===== config.mk =====
export PLATFORM = sky130hd
export DESIGN_NAME = phy_tx_fault_inject
export DESIGN_NICKNAME = d
export VERILOG_FILES = /design/src/rtl/phy_fault_pkg.sv /design/src/rtl/phy_fault_lane.sv /design/src/rtl/phy_tx_fault_inject.sv
export SDC_FILE = /design/constraint.sdc
export NUM_CORES = 1
export LEC_CHECK = 0
export ABC_AREA = 1
export CELL_PAD_IN_SITES_DETAIL_PLACEMENT = 0
export CELL_PAD_IN_SITES_GLOBAL_PLACEMENT = 1
export CORE_MARGIN = 1
export CORE_UTILIZATION = 37
export DETAILED_ROUTE_END_ITERATION = 8
export PLACE_DENSITY_LB_ADDON = 0.1
export SYNTH_ARGS = -nofsm -noshare
export SYNTH_HDL_FRONTEND = slang
export SYNTH_SLANG_ARGS = --single-unit

===== constraint.sdc =====
create_clock -name clk_ref_i -period 2.35 [get_ports clk_ref_i]
set_input_delay 0.5875 -clock clk_ref_i [delete_from_list [all_inputs] [get_ports clk_ref_i]]
set_output_delay 0.5875 -clock clk_ref_i [all_outputs]
set_load 0.1 [all_outputs]

===== src/rtl/phy_fault_pkg.sv =====
// rtl/phy_fault_pkg.sv - shared constants, lane states and 8b/10b disparity helpers for phy_tx_fault_inject
package phy_fault_pkg;

  localparam logic [1:0] c_MODE_PASS    = 2'b00;
  localparam logic [1:0] c_MODE_IDLE    = 2'b01;
  localparam logic [1:0] c_MODE_KILL    = 2'b10;
  localparam logic [1:0] c_MODE_CORRUPT = 2'b11;

  localparam logic [15:0] c_IDLE_DATA16 = 16'hBC50;
  localparam logic [1:0]  c_IDLE_K16    = 2'b10;
  localparam logic [7:0]  c_IDLE8_COMMA = 8'hBC;
  localparam logic [7:0]  c_IDLE8_DATA  = 8'h50;

  // Tables are indexed MSB-first: entry 0 lives in the top bit.
  localparam logic [31:0] c_DP6 = 32'hE8818197;
  localparam logic [7:0]  c_DP4 = 8'h89;

  typedef enum logic [1:0] {
    ST_PASS    = 2'd0,
    ST_KILL    = 2'd1,
    ST_CORRUPT = 2'd2
  } lane_state_e;

  function automatic logic f_next_disp8(input logic disp, input logic [7:0] d, input logic k);
    if (k && (d[1:0] != 2'b00))
      return disp;
    return disp ^ (k ^ c_DP6[5'd31 - d[4:0]] ^ c_DP4[3'd7 - d[7:5]]);
  endfunction

  function automatic logic f_next_disp16(input logic disp, input logic [15:0] d, input logic [1:0] k);
    return f_next_disp8(f_next_disp8(disp, d[15:8], k[1]), d[7:0], k[0]);
  endfunction

endpackage


===== src/rtl/phy_fault_lane.sv =====
// rtl/phy_fault_lane.sv - one lane: burst FSM, output mux, 8-bit idle phase and running disparity
module phy_fault_lane
  import phy_fault_pkg::*;
#(
  parameter int          g_pcs_16bit = 1,
  parameter int          g_cnt_width = 16,
  parameter logic [15:0] g_idle_data = c_IDLE_DATA16,
  parameter logic [1:0]  g_idle_k    = c_IDLE_K16
) (
  input  logic                   clk,
  input  logic                   rst,
  input  logic [15:0]            tx_data,
  input  logic [1:0]             tx_k,
  input  logic [1:0]             mode,
  input  logic                   start,
  input  logic [g_cnt_width-1:0] burst_len,
  output logic [15:0]            data_out,
  output logic [1:0]             k_out,
  output logic                   disparity,
  output logic                   enc_err,
  output logic                   busy
);

  lane_state_e            state_q, state_d;
  logic [g_cnt_width-1:0] cnt_q, cnt_d;
  logic                   phase_q, phase_d;
  logic [15:0]            data_d;
  logic [1:0]             k_d;
  logic                   err_d;
  logic                   disp_d;
  logic                   sel_idle;

  always_comb begin
    state_d = state_q;
    cnt_d   = cnt_q;
    case (state_q)
      ST_PASS: begin
        if (start && (burst_len != '0)) begin
          if (mode == c_MODE_KILL) begin
            state_d = ST_KILL;
            cnt_d   = burst_len - 1'b1;
          end else if (mode == c_MODE_CORRUPT) begin
            state_d = ST_CORRUPT;
            cnt_d   = burst_len - 1'b1;
          end
        end
      end
      ST_KILL, ST_CORRUPT: begin
        if (cnt_q == '0)
          state_d = ST_PASS;
        else
          cnt_d = cnt_q - 1'b1;
      end
      default: begin
        state_d = ST_PASS;
        cnt_d   = '0;
      end
    endcase
  end

  // The mux looks at the next state so the first burst word leaves on the start edge.
  always_comb begin
    data_d   = 16'h0000;
    k_d      = 2'b00;
    err_d    = 1'b0;
    sel_idle = 1'b0;
    if (state_d == ST_CORRUPT) begin
      err_d = 1'b1;
      if (g_pcs_16bit != 0) begin
        data_d = 16'hFFFF;
        k_d    = 2'b11;
      end else begin
        data_d = 16'h00FF;
        k_d    = 2'b01;
      end
    end else if ((state_d == ST_KILL) || (mode == c_MODE_IDLE)) begin
      sel_idle = 1'b1;
      if (g_pcs_16bit != 0) begin
        data_d = g_idle_data;
        k_d    = g_idle_k;
      end else if (phase_q) begin
        data_d = {8'h00, c_IDLE8_DATA};
        k_d    = 2'b00;
      end else begin
        data_d = {8'h00, c_IDLE8_COMMA};
        k_d    = 2'b01;
      end
    end else if (g_pcs_16bit != 0) begin
      data_d = tx_data;
      k_d    = tx_k;
    end else begin
      data_d = {8'h00, tx_data[7:0]};
      k_d    = {1'b0, tx_k[0]};
    end
    phase_d = sel_idle ? ~phase_q : 1'b0;
  end

  // Disparity tracks the word already on the wire; corrupt words leave it alone.
  always_comb begin
    disp_d = disparity;
    if (!enc_err) begin
      if (g_pcs_16bit != 0)
        disp_d = f_next_disp16(disparity, data_out, k_out);
      else
        disp_d = f_next_disp8(disparity, data_out[7:0], k_out[0]);
    end
  end

  always_ff @(posedge clk) begin
    if (rst) begin
      state_q   <= ST_PASS;
      cnt_q     <= '0;
      phase_q   <= 1'b0;
      data_out  <= 16'h0000;
      k_out     <= 2'b00;
      enc_err   <= 1'b0;
      busy      <= 1'b0;
      disparity <= 1'b0;
    end else begin
      state_q   <= state_d;
      cnt_q     <= cnt_d;
      phase_q   <= phase_d;
      data_out  <= data_d;
      k_out     <= k_d;
      enc_err   <= err_d;
      busy      <= (state_d != ST_PASS);
      disparity <= disp_d;
    end
  end

endmodule


===== src/rtl/phy_tx_fault_inject.sv =====
// rtl/phy_tx_fault_inject.sv - multi-lane TX fault injector between endpoint PCS and PHY
module phy_tx_fault_inject
  import phy_fault_pkg::*;
#(
  parameter int          g_num_ports = 6,
  parameter int          g_pcs_16bit = 1,
  parameter int          g_cnt_width = 16,
  parameter logic [15:0] g_idle_data = 16'hBC50,
  parameter logic [1:0]  g_idle_k    = 2'b10
) (
  input  logic                    clk_ref_i,
  input  logic                    rst_i,
  input  logic [16*g_num_ports-1:0] tx_data_i,
  input  logic [2*g_num_ports-1:0]  tx_k_i,
  input  logic [2*g_num_ports-1:0]  mode_i,
  input  logic [g_num_ports-1:0]    start_i,
  input  logic [g_cnt_width-1:0]    burst_len_i,
  output logic [16*g_num_ports-1:0] tx_data_o,
  output logic [2*g_num_ports-1:0]  tx_k_o,
  output logic [g_num_ports-1:0]    tx_disparity_o,
  output logic [g_num_ports-1:0]    tx_enc_err_o,
  output logic [g_num_ports-1:0]    busy_o
);

  for (genvar j = 0; j < g_num_ports; j++) begin : g_lane
    phy_fault_lane #(
      .g_pcs_16bit (g_pcs_16bit),
      .g_cnt_width (g_cnt_width),
      .g_idle_data (g_idle_data),
      .g_idle_k    (g_idle_k)
    ) u_lane (
      .clk       (clk_ref_i),
      .rst       (rst_i),
      .tx_data   (tx_data_i[16*j +: 16]),
      .tx_k      (tx_k_i[2*j +: 2]),
      .mode      (mode_i[2*j +: 2]),
      .start     (start_i[j]),
      .burst_len (burst_len_i),
      .data_out  (tx_data_o[16*j +: 16]),
      .k_out     (tx_k_o[2*j +: 2]),
      .disparity (tx_disparity_o[j]),
      .enc_err   (tx_enc_err_o[j]),
      .busy      (busy_o[j])
    );
  end

endmodule


* Word-level counts from Yosys, hierarchy flattened
Memory sizes are Yosys's and may differ from the RTL's. Cells that the tools add are included.
Word-level totals: bits in registers 234, memory bits (read-only) 480, input bits 144, output and inout port bits 126, logic and storage cells 452, memories 24
Memories:
- (no name shown) | depth 32, bits a word 1, read ports 1, clocked after memory_dff 0, write ports 0, line phy_fault_pkg.sv:27 | return disp ^ (k ^ c_DP6[5'd31 - d[4:0]] ^ c_DP4[3'd7 - d[7:5]]);
- (no name shown) | depth 32, bits a word 1, read ports 1, clocked after memory_dff 0, write ports 0, line phy_fault_pkg.sv:27
- (no name shown) | depth 32, bits a word 1, read ports 1, clocked after memory_dff 0, write ports 0, line phy_fault_pkg.sv:27
- (no name shown) | depth 32, bits a word 1, read ports 1, clocked after memory_dff 0, write ports 0, line phy_fault_pkg.sv:27
- (no name shown) | depth 32, bits a word 1, read ports 1, clocked after memory_dff 0, write ports 0, line phy_fault_pkg.sv:27
- (no name shown) | depth 32, bits a word 1, read ports 1, clocked after memory_dff 0, write ports 0, line phy_fault_pkg.sv:27
- 18 more memories
Operators by class: $add $sub $neg 31, magnitude comparators 24, equal/unequal tests 60, multiplexer cells 168, bitwise operators 36, reductions and logical operators 67
Operator list (count):
- two-way mux 16 bit | 36
- case mux 16 bit (2 select lines) | 6
- subtractor 16 x 1 -> 16 bit, second input constant | 7
- logical NOT 16 bit | 6
- two-way mux 1 bit | 84
- less-than comparator 5 x 6 -> 1 bit, second input constant | 12
- two-way mux 2 bit | 36
- subtractor 5 bit, first input constant | 12
- == test 2 bit, second input constant | 24
- less-than comparator 3 x 4 -> 1 bit, second input constant | 12
- == test 2 x 1 -> 1 bit, second input constant | 18
- nonzero test 2 bit | 18
- subtractor 3 bit, first input constant | 12
- bitwise XOR 1 bit | 36
- case mux 2 bit (2 select lines) | 6
- logical AND 1 bit | 18
- inequality test 3 x 1 -> 1 bit, second input constant | 6
- AND reduction 3 bit | 6
- nonzero test 16 bit | 1
- logical NOT 2 bit | 6
- inequality test 2 x 1 -> 1 bit, second input constant | 6
- inequality test 2 bit, second input constant | 6
- OR reduction 2 bit | 6
- logical OR 1 bit | 6

* Logic depth before layout (Yosys ltp)
Gate-level depths: netlist of the first run.
word-level depth 10, mapped depth 16, mapped depth without buffers 16

* Modules after synthesis
Synthesis of the first run repeated with hierarchy kept, for this count alone.
Second synthesis, totals: cells, all modules 2445, area, all modules 15112.0 µm²
By module, submodules not included:
- phy_fault_lane (g_lane[0].u_lane ...) | times used 3, cells each 410, area each 2553.7 µm², seq. area each 780.7 µm²
- phy_fault_lane (g_lane[3].u_lane ...) | times used 3, cells each 405, area each 2483.6 µm², seq. area each 780.7 µm²

* Least setup slack after synthesis of the first run
OpenSTA, ideal clock, no wires.
path kind flip-flop to flip-flop, from register g_lane[0].u_lane.data_out[0], to register g_lane[0].u_lane.disparity, library setup time 0.110 ns, data arrival time 2.218 ns, data required time 2.240 ns, path slack 0.022 ns, cell stages (with the launch flop) 15, path through dfxtp_1 > inv_1 > ha_1 > nand2_1 > nand3_1 > nand3_1 > nand3_1 > nand2_1 > nand2_1 > nand2_1 > nand2_1 > nand3_1 > nand2_1 > inv_1 > nor2_1
Between the ends: word-level cells in the longest chain between the ends 7, elaborated cells between the ends (all ways) 11, those cells by class 1 x add/sub; 4 x mux; 3 x bitwise; 2 x reduce/logical; 1 x memory
RTL lines:
- start, declared | line phy_fault_lane.sv:17 | output logic [15:0] data_out,
- start signal, assigned | line phy_fault_lane.sv:123 | data_out <= data_d;
- subtractor 5 bit | line phy_fault_pkg.sv:27
- memory read (32 x 1 bit)
- two-way mux 1 bit (not written as such) | line phy_fault_pkg.sv:27
- bitwise XOR 1 bit (3 in a row) | line phy_fault_pkg.sv:27
- two-way mux 1 bit (*) | line phy_fault_pkg.sv:27
- end signal, assigned | line phy_fault_lane.sv:127 | disparity <= disp_d;
- end, declared | line phy_fault_lane.sv:19 | output logic disparity,
Mark *: on every way between the ends. The rest lies on a longest branch, timed or not. The select of a mux whose other input is x is not followed. A chain may end at the register's enable or synchronous reset.

* Worst setup path after layout of the first run
from input port burst_len_i[1], to register g_lane[0].u_lane.cnt_q[14]
Between the ends: word-level cells in the longest chain between the ends 5, elaborated cells between the ends (all ways) 9, those cells by class 1 x add/sub; 1 x eq/ne; 4 x mux; 3 x reduce/logical
RTL lines:
- start, declared | line phy_tx_fault_inject.sv:17 | input logic [g_cnt_width-1:0] burst_len_i,
- subtractor 16 x 1 -> 16 bit | line phy_fault_lane.sv:41, phy_fault_lane.sv:44
- two-way mux 16 bit | line phy_fault_lane.sv:42 | end else if (mode == c_MODE_CORRUPT) begin
- two-way mux 16 bit | line phy_fault_lane.sv:39 | if (mode == c_MODE_KILL) begin
- two-way mux 16 bit | line phy_fault_lane.sv:38 | if (start && (burst_len != '0)) begin
- case mux 16 bit (2 select lines) | line phy_fault_lane.sv:36 | case (state_q)
- end signal, assigned | line phy_fault_lane.sv:121 | cnt_q <= cnt_d;
- end, declared | line phy_fault_lane.sv:25 | logic [g_cnt_width-1:0] cnt_q, cnt_d;
Parallel ways exist; a longest one is shown, timed or not. The select of a mux whose other input is x is not followed.

==> impl_metrics.toml, run 1 <==
[status]
outcome = "completed"

[timing]
min_period_ns = 2.181
max_slew_margin = 0.4301
post-route-period-util = 0.9281
setup_viol = 0
worst_slew_pin_slew_ns = 0.8519
clock_skew_ns = 0.009709
finalHoldViolations = 0
slew_violations = 0
fin_ws_ns = 0.1689
rsz0062_at_grt = "no"
setup_tns_ns = 0
hold_ws_ns = 0.4117
fmax_mhz = 458.5

[logic_synthesis]
netlist_instances = 2311
seq_area_frac_synth = 0.3196
synth.area.top_cells = "dfxtp_1 (32%), nand2_1 (18%), inv_1 (8.3%)"
ys_async_sr_fraction = 0
synth_nets = 2529
synth_seq_cells = 234
synth_area_um2 = 14660
synth_edf_count = 0
ys_types = 39
ys.flop_type = "dfxtp_1"
ys.warnings.count = 0
synth_top_cell_area_share = 0.3196
yosysTopAreaCell = "dfxtp_1"
syn_area_per_cell_um2 = 6.343

[clocking]
cts.htree.levels = 1
cts.sinks = 234
clockBufferDepth = 3
root_buffer = "clkbuf_16"
cts_made_buffers = 29
clk_pin_slew_ns = 0.06
hold_buffers = 0
insertion_delay_ns = 0.56
cts_tree = "built"

[critical_path]
worstPathRequired_ns = 2.83
slowest_stage = "clkdlybuf4s50_1"
rrSetupSlack_ns = 0.31
cp_num_cells = 15
worst-path-max-fanout = 16
end_kind = "flop"
worstReg2RegStart = "g_lane[4].u_lane.state_q[1]"
start_kind = "primary input"
critPathMaxStageDelay_ns = 0.49
crit_arrival_ns = 2.66
rr_endpoint = "g_lane[4].u_lane.cnt_q[7]"
path_cells = "clkdlybuf4s50_1 > inv_1 > ha_1 > nand2_1 > nor2_2 > nand3_4 > buf_12 > nand2_1 > buf_4 > nand2_1 > o211ai_2 > nor2_2 > buf_12 > nand2_1 > a21oi_1"
path_buf_inv = 5
r2r_cells = 8
crit_end = "g_lane[0].u_lane.cnt_q[14]"
cp-startpoint = "burst_len_i[1]"
timing_worst_setup_path_type = "primary input to flop"
path_delay_family = "buffers and inverters"
cpMostUsedCell = "nand2_1"

[layout]
antenna_cells = 0
final_util = 0.4993
area_delta_synth_final_pct = 32.24
nets = 2871
fillers = 3904
drive_above_1_share = 0.1364

[die]
die-area_um2 = 40420
die_h_um = 201.0
start_util = 0.3775
ios = 270
core-area_um2 = 38830
die_w_um = 201.0
rows = 72

[global_routing]
antenna_found_initial = 0
overflow = 0
grt_start_max_net_pins = 35
grt_util_all_layers = 0.2236
grt_first_pass_wirelength_um = 74130
first_global_vias = 14290

[place]
gp_congestion = 0.8530
dp_hpwl_um = 34800
pre_cts_ws_ns = -0.5821
io_buffers = 269

[job]
maxCapViolations = 0

[route]
wl_um = 45970
vias_per_cell = 4.818
vias = 15350
first_pass_iters = 5
drt_iter0_drc = 765
drc = 0
postRouteAntennaNets = 0
routedWlPerCell_um = 14.43

[power]
ir_worst_vdd_v = 0.0005179
power-per-cell-area_nw_per_um2 = 892.1
leakagePower_nw = 9.546
total_power_mw = 17.29

[min_path]
worstHoldPathType = "primary input to flop"
==> layout make-up <==
type | instances | area (um^2) | share of cell area
flip-flops and latches | 234 | 4684 | 0.2417
clock inverters | 6 | 35.03 | 0.001807
repair buffers | 393 | 3616 | 0.1865
inverters | 333 | 1250 | 0.06448
multi-input cells | 1662 | 8324 | 0.4294
well taps | 518 | 648.1 | 0.03343
clock buffers | 40 | 827.0 | 0.04266
==> layer usage <==
metal  share of wire  vias to the layer above  GRT usage
li1                -                     7987          -
met4           0.022                        0    0.05534
met1            0.48                     6966     0.3062
met2            0.45                      340     0.3705
met3           0.047                       57    0.02808
met5               0                        -          0
==> power breakdown <==
group	total, mW	switching (mW)	internal, mW
Combinational	8.07	5.42	2.64
Sequential	5.06	0.547	4.51
Clock	4.17	1.75	2.41
Total	17.3	7.72	9.57
==> kinds of logic after synthesis <==
kind of cell               count (synthesis)  synth area share
DFF                                      234            0.3196
buffers and inverters                    415            0.1160
adders and majority gates                 74           0.06316
AOI/OAI and AO/OA                        342            0.1328
xor gates and xnor gates                  45           0.02689
and+or+nand+nor                         1201            0.3416
==> worst reg2reg max path: cells and delay by family (launching register included) <==
kind                     cells  cell delay, ns
AND/OR/NAND/NOR              2            0.12
adder cells (fa/ha/maj)      1            0.51
flip-flops                   1            0.40
AO/OA/AOI/OAI                2            0.44
buffers and inverters        3            0.44
==> per-stage QoR <==
step	cells	instance area, um^2
detailed placement	3140	18470
finish	3186	19380
CTS	3186	19330
global placement	3140	18470
floorplan	2311	14660
global route	3186	19380
==> how the worst min path moves through the flow <==
stage / depth (start not counted) / start / slack [ns] / to
after detailed placement: 2 / g_lane[3].u_lane.cnt_q[15] / 0.46 / g_lane[3].u_lane.cnt_q[15]
after global placement: 2 / g_lane[5].u_lane.cnt_q[15] / 0.45 / g_lane[5].u_lane.cnt_q[15]
after floorplan: 2 / g_lane[3].u_lane.cnt_q[15] / 0.44 / g_lane[3].u_lane.cnt_q[15]
final: 2 / rst_i / 0.41 / g_lane[3].u_lane.cnt_q[7]
after CTS: 2 / rst_i / 0.39 / g_lane[3].u_lane.cnt_q[7]
after global routing: 2 / rst_i / 0.41 / g_lane[5].u_lane.state_q[0]
==> cell usage after synthesis, drive strengths merged, types with 2 or more instances <==
cell / number
a21oi: 117
a22oi: 12
a31oi: 2
and2: 3
and3: 2
buf: 43
clkbuf: 39
clkinv: 4
dfxtp: 234
ha: 74
inv: 329
nand2: 704
nand3: 164
nand3b: 16
nand4: 14
nor2: 263
nor3: 21
nor4: 6
o211ai: 5
o21ai: 149
o21bai: 2
o22ai: 47
o32ai: 6
or2: 8
xnor2: 15
xor2: 30
==> cell usage in the layout, fill, tap and decap left out, types with 4 or more instances in the layout <==
| cell | instances |
|---|---|
| dfxtp_1 | 234 |
| xor2_1 | 28 |
| ha_1 | 74 |
| a21oi_1 | 117 |
| nand2_1 | 685 |
| clkdlybuf4s50_1 | 141 |
| buf_12 | 24 |
| o21ai_0 | 139 |
| buf_4 | 225 |
| a22oi_1 | 12 |
| or2_2 | 8 |
| inv_2 | 6 |
| nand2_2 | 16 |
| nor2_1 | 249 |
| o22ai_1 | 47 |
| clkinv_1 | 4 |
| clkbuf_1 | 5 |
| nor4_1 | 6 |
| xnor2_1 | 15 |
| inv_1 | 323 |
| nand3_1 | 155 |
| nand4_1 | 14 |
| clkbuf_16 | 29 |
| o21ai_4 | 6 |
| nor3_1 | 20 |
| nand3b_1 | 16 |
| clkbuf_8 | 6 |
| nor2_2 | 13 |
| o32ai_1 | 6 |
| nand3_2 | 8 |
| clkinv_2 | 4 |
| o211ai_2 | 5 |
==> flip-flops by register name, indices dropped and copies added, names as in the netlist <==
| register | cells |
|---|---|
| g_lane.u_lane.state_q | 12 |
| g_lane.u_lane.k_out | 12 |
| g_lane.u_lane.data_out | 96 |
| g_lane.u_lane.enc_err | 6 |
| g_lane.u_lane.cnt_q | 96 |
| g_lane.u_lane.disparity | 6 |
| g_lane.u_lane.busy | 6 |
==> timing repair <==
action                                  4_1_cts  5_1_grt
endpoints found under the setup margin        0      131
gates resized for setup                       0       15
buffers inserted                              0        0
No activity file was read; power rests on OpenSTA's default activity.
==> inputs of run 2 (changes only) <==
ABC_CLOCK_PERIOD_IN_PS = 2350   (was not set)
==> results of run 2 <==
Same layout as run 1: the final DEF is identical, and so are final timing and power.
==> inputs of run 3 (changes only) <==
ABC_AREA = not set   (was 1)
ABC_CLOCK_PERIOD_IN_PS = not set   (was 2350)
CORE_UTILIZATION = 38   (was 37)
==> run 3 against run 2 <==
The run now ends with negative setup slack left. Routed wire length fell by 9.0%. Sequential share of layout area rose by 0.31 points. Setup slack got worse by 0.50 ns. Global-route usage rose by 0.13 points. Critical path type is now flop to flop. Largest power group unchanged. Sequential power fell by 4.3%. Non-clock buffer count rose by 99. Design area rose by 1.6%. Hold slack improved by 0.016 ns.
==> impl_metrics.toml, run 3 <==
[critical_path]
path_cells = "or4_4 > or2_4 > or4_4 > a22o_4 > a21oi_4 > nor3b_4 > nor3_4 > buf_12 > a21o_1"
worstPathRequired_ns = 2.77
worst-path-max-fanout = 10
end_kind = "flop"
path_buf_inv = 1
slowest_stage = "or4_4"
rrSetupSlack_ns = -0.33
path_delay_family = "simple AND/OR/NAND/NOR gates"
r2r_cells = 9
start_kind = "flop"
critPathMaxStageDelay_ns = 0.53
worstReg2RegStart = "g_lane[2].u_lane.cnt_q[9]"
rr_endpoint = "g_lane[2].u_lane.data_out[8]"
cpMostUsedCell = "or4_4"
timing_worst_setup_path_type = "flop to flop"
crit_arrival_ns = 3.10

[logic_synthesis]
netlist_instances = 1661
synth_nets = 1879
synth_compound_area_frac = 0.1962
ys.flop_type = "dfxtp_1"
seq_area_frac_synth = 0.3541
synth_area_um2 = 13230
syn_area_per_cell_um2 = 7.965
yosys.area_share.simple = 0.2334
ys_types = 63
ys.warnings.count = 0
synth_top_family_by_area = "simple AND/OR/NAND/NOR gates"
synth_fa_ha_area_frac = 0.06998
synth_edf_count = 0
synth_most_common_cell = "dfxtp_1"
synth.top_cells.by_count = "dfxtp_1 (234), nor2_1 (192), nand2_1 (161), a21oi_1 (111), nor3_1 (103)"
synth.area.top_cells = "dfxtp_1 (35%), ha_1 (7.0%), nor2_1 (5.4%)"
synth_seq_cells = 234
ys_async_sr_fraction = 0
yosysTopAreaCell = "dfxtp_1"
synthMuxAreaShare = 0.009079
yosys.area_share.xor_xnor = 0.07613
synth_top_cell_area_share = 0.3541

[die]
start_util = 0.3906
die-area_um2 = 35570
core-area_um2 = 33870
rows = 67
die_w_um = 188.6
die_h_um = 188.6
ios = 270

[clocking]
hold_buffers = 0
cts.htree.levels = 1
cts_tree = "built"
clockBufferDepth = 3
cts.sinks = 234
cts_made_buffers = 29
clk_pin_slew_ns = 0.06
root_buffer = "clkbuf_16"
insertion_delay_ns = 0.55

[place]
gp_congestion = 0.8173
pre_cts_ws_ns = -1.037
dp_hpwl_um = 29670
io_buffers = 269

[route]
routedWlPerCell_um = 16.31
wl_um = 41840
drc = 0
postRouteAntennaNets = 0
first_pass_iters = 5
vias_per_cell = 5.158
drt_iter0_drc = 679
vias = 13230

[layout]
final_common_cell = "buf_4"
drive_above_1_share = 0.2998
reg_top3 = "g_lane.u_lane.cnt_q: 96 flops, g_lane.u_lane.data_out: 96 flops"
area_delta_synth_final_pct = 48.80
final_cell_mix = "buf_4 (321), nor2_1 (183), dfxtp_1 (165)"
fillers = 3104
nets = 2311
final_util = 0.5813

[timing]
worst_slew_pin_slew_ns = 0.9747
fmax_mhz = 373.3
max_slew_margin = 0.3480
post-route-period-util = 1.140
min_period_ns = 2.679
clock_skew_ns = 0.01355
setup_viol = 38
setup_tns_ns = -6.243
slew_violations = 0
finalHoldViolations = 0
rsz0062_at_grt = "yes"
fin_ws_ns = -0.3285

[power]
ir_worst_vdd_v = 0.0007176
power-per-cell-area_nw_per_um2 = 817.9
leakagePower_nw = 8.862

[min_path]
hp-start = "rst_i"
min_path_cells = 2
worstHoldPathType = "primary input to flop"
holdPathEnd = "g_lane[3].u_lane.data_out[4]"

[status]
violations = "negative setup slack"
outcome = "complete, but fails checks"

[global_routing]
first_global_vias = 12610
grt_start_max_net_pins = 42
grt_util_all_layers = 0.2249
antenna_found_initial = 1
overflow = 0
grt_first_pass_wirelength_um = 65720

[job]
maxCapViolations = 0
run 3: per-stage QoR:
step	hold WS, ns	instance area (um^2)	std cells	power (mW)
5_1_grt	0.4289	19680	2563	16.94
6_report	0.4275	19690	2565	16.10
2_1_floorplan	0.4585	13670	1661	9.395
3_3_place_gp	0.4704	17720	2476	11.07
4_1_cts	0.4226	18950	2544	15.85
3_5_place_dp	0.4846	17720	2476	11.13
run 3: final cells by class:
type,count,area (um^2),share of cell area
Multi-Input combinational cell,1239,8690,0.4414
Sequential cell,234,4818,0.2448
Timing Repair Buffer,492,4273,0.2170
Clock buffer,35,758.2,0.03852
Tap cell,448,560.5,0.02847
Inverter,97,367.9,0.01869
Clock inverter,18,214.0,0.01087
Antenna cell,2,5.005,0.0002542
run 3: report_power, final:
group | internal, mW | switching [mW] | leakage [nW]
clock network | 2.83 | 1.76 | 0.474
registers | 4.42 | 0.420 | 1.96
logic | 2.60 | 4.08 | 6.43
run 3: per-layer routing:
metal,wire [um],part of all wire,global-route usage,vias up
met5,0,0,0,-
met4,824,0.020,0.05583,0
met3,2203,0.053,0.04079,55
met2,19250,0.46,0.3719,283
met1,19560,0.47,0.3009,6235
li1,-,-,-,6656
run 3: worst register-to-register path, stage by stage (launching register included):
cell     delay [ns]
dfxtp_2        0.32
or4_4          0.53
or2_4          0.25
or4_4          0.43
a22o_4         0.26
a21oi_4        0.16
nor3b_4        0.24
nor3_4         0.08
buf_12         0.15
a21o_1         0.15
run 3: cell families after synthesis:
group	Yosys count
compound gates	390
xor+xnor	115
fa+ha+maj	74
buf+inv	194
flops	234
mux	12
simple gates	642
run 3: how the worst max path moves through the flow:
| stage | endpoint | cells after the start | startpoint |
|---|---|---|---|
| floorplan | g_lane[2].u_lane.data_out[0] | 8 | g_lane[2].u_lane.cnt_q[9] |
| global placement | g_lane[1].u_lane.data_out[8] | 10 | burst_len_i[11] |
| detailed placement | g_lane[1].u_lane.data_out[8] | 11 | burst_len_i[0] |
| CTS | g_lane[2].u_lane.data_out[1] | 8 | g_lane[2].u_lane.cnt_q[9] |
| global route | g_lane[2].u_lane.data_out[3] | 9 | g_lane[2].u_lane.cnt_q[9] |
| finish | g_lane[2].u_lane.data_out[8] | 9 | g_lane[2].u_lane.cnt_q[9] |
run 3: repair_timing:
item | 4_1_cts | 5_1_grt
cloned | 6 | 1
setup buffers | 10 | 18
gates resized for setup | 56 | 146
endpoints found under the setup margin | 201 | 166
pin swaps | 18 | 69
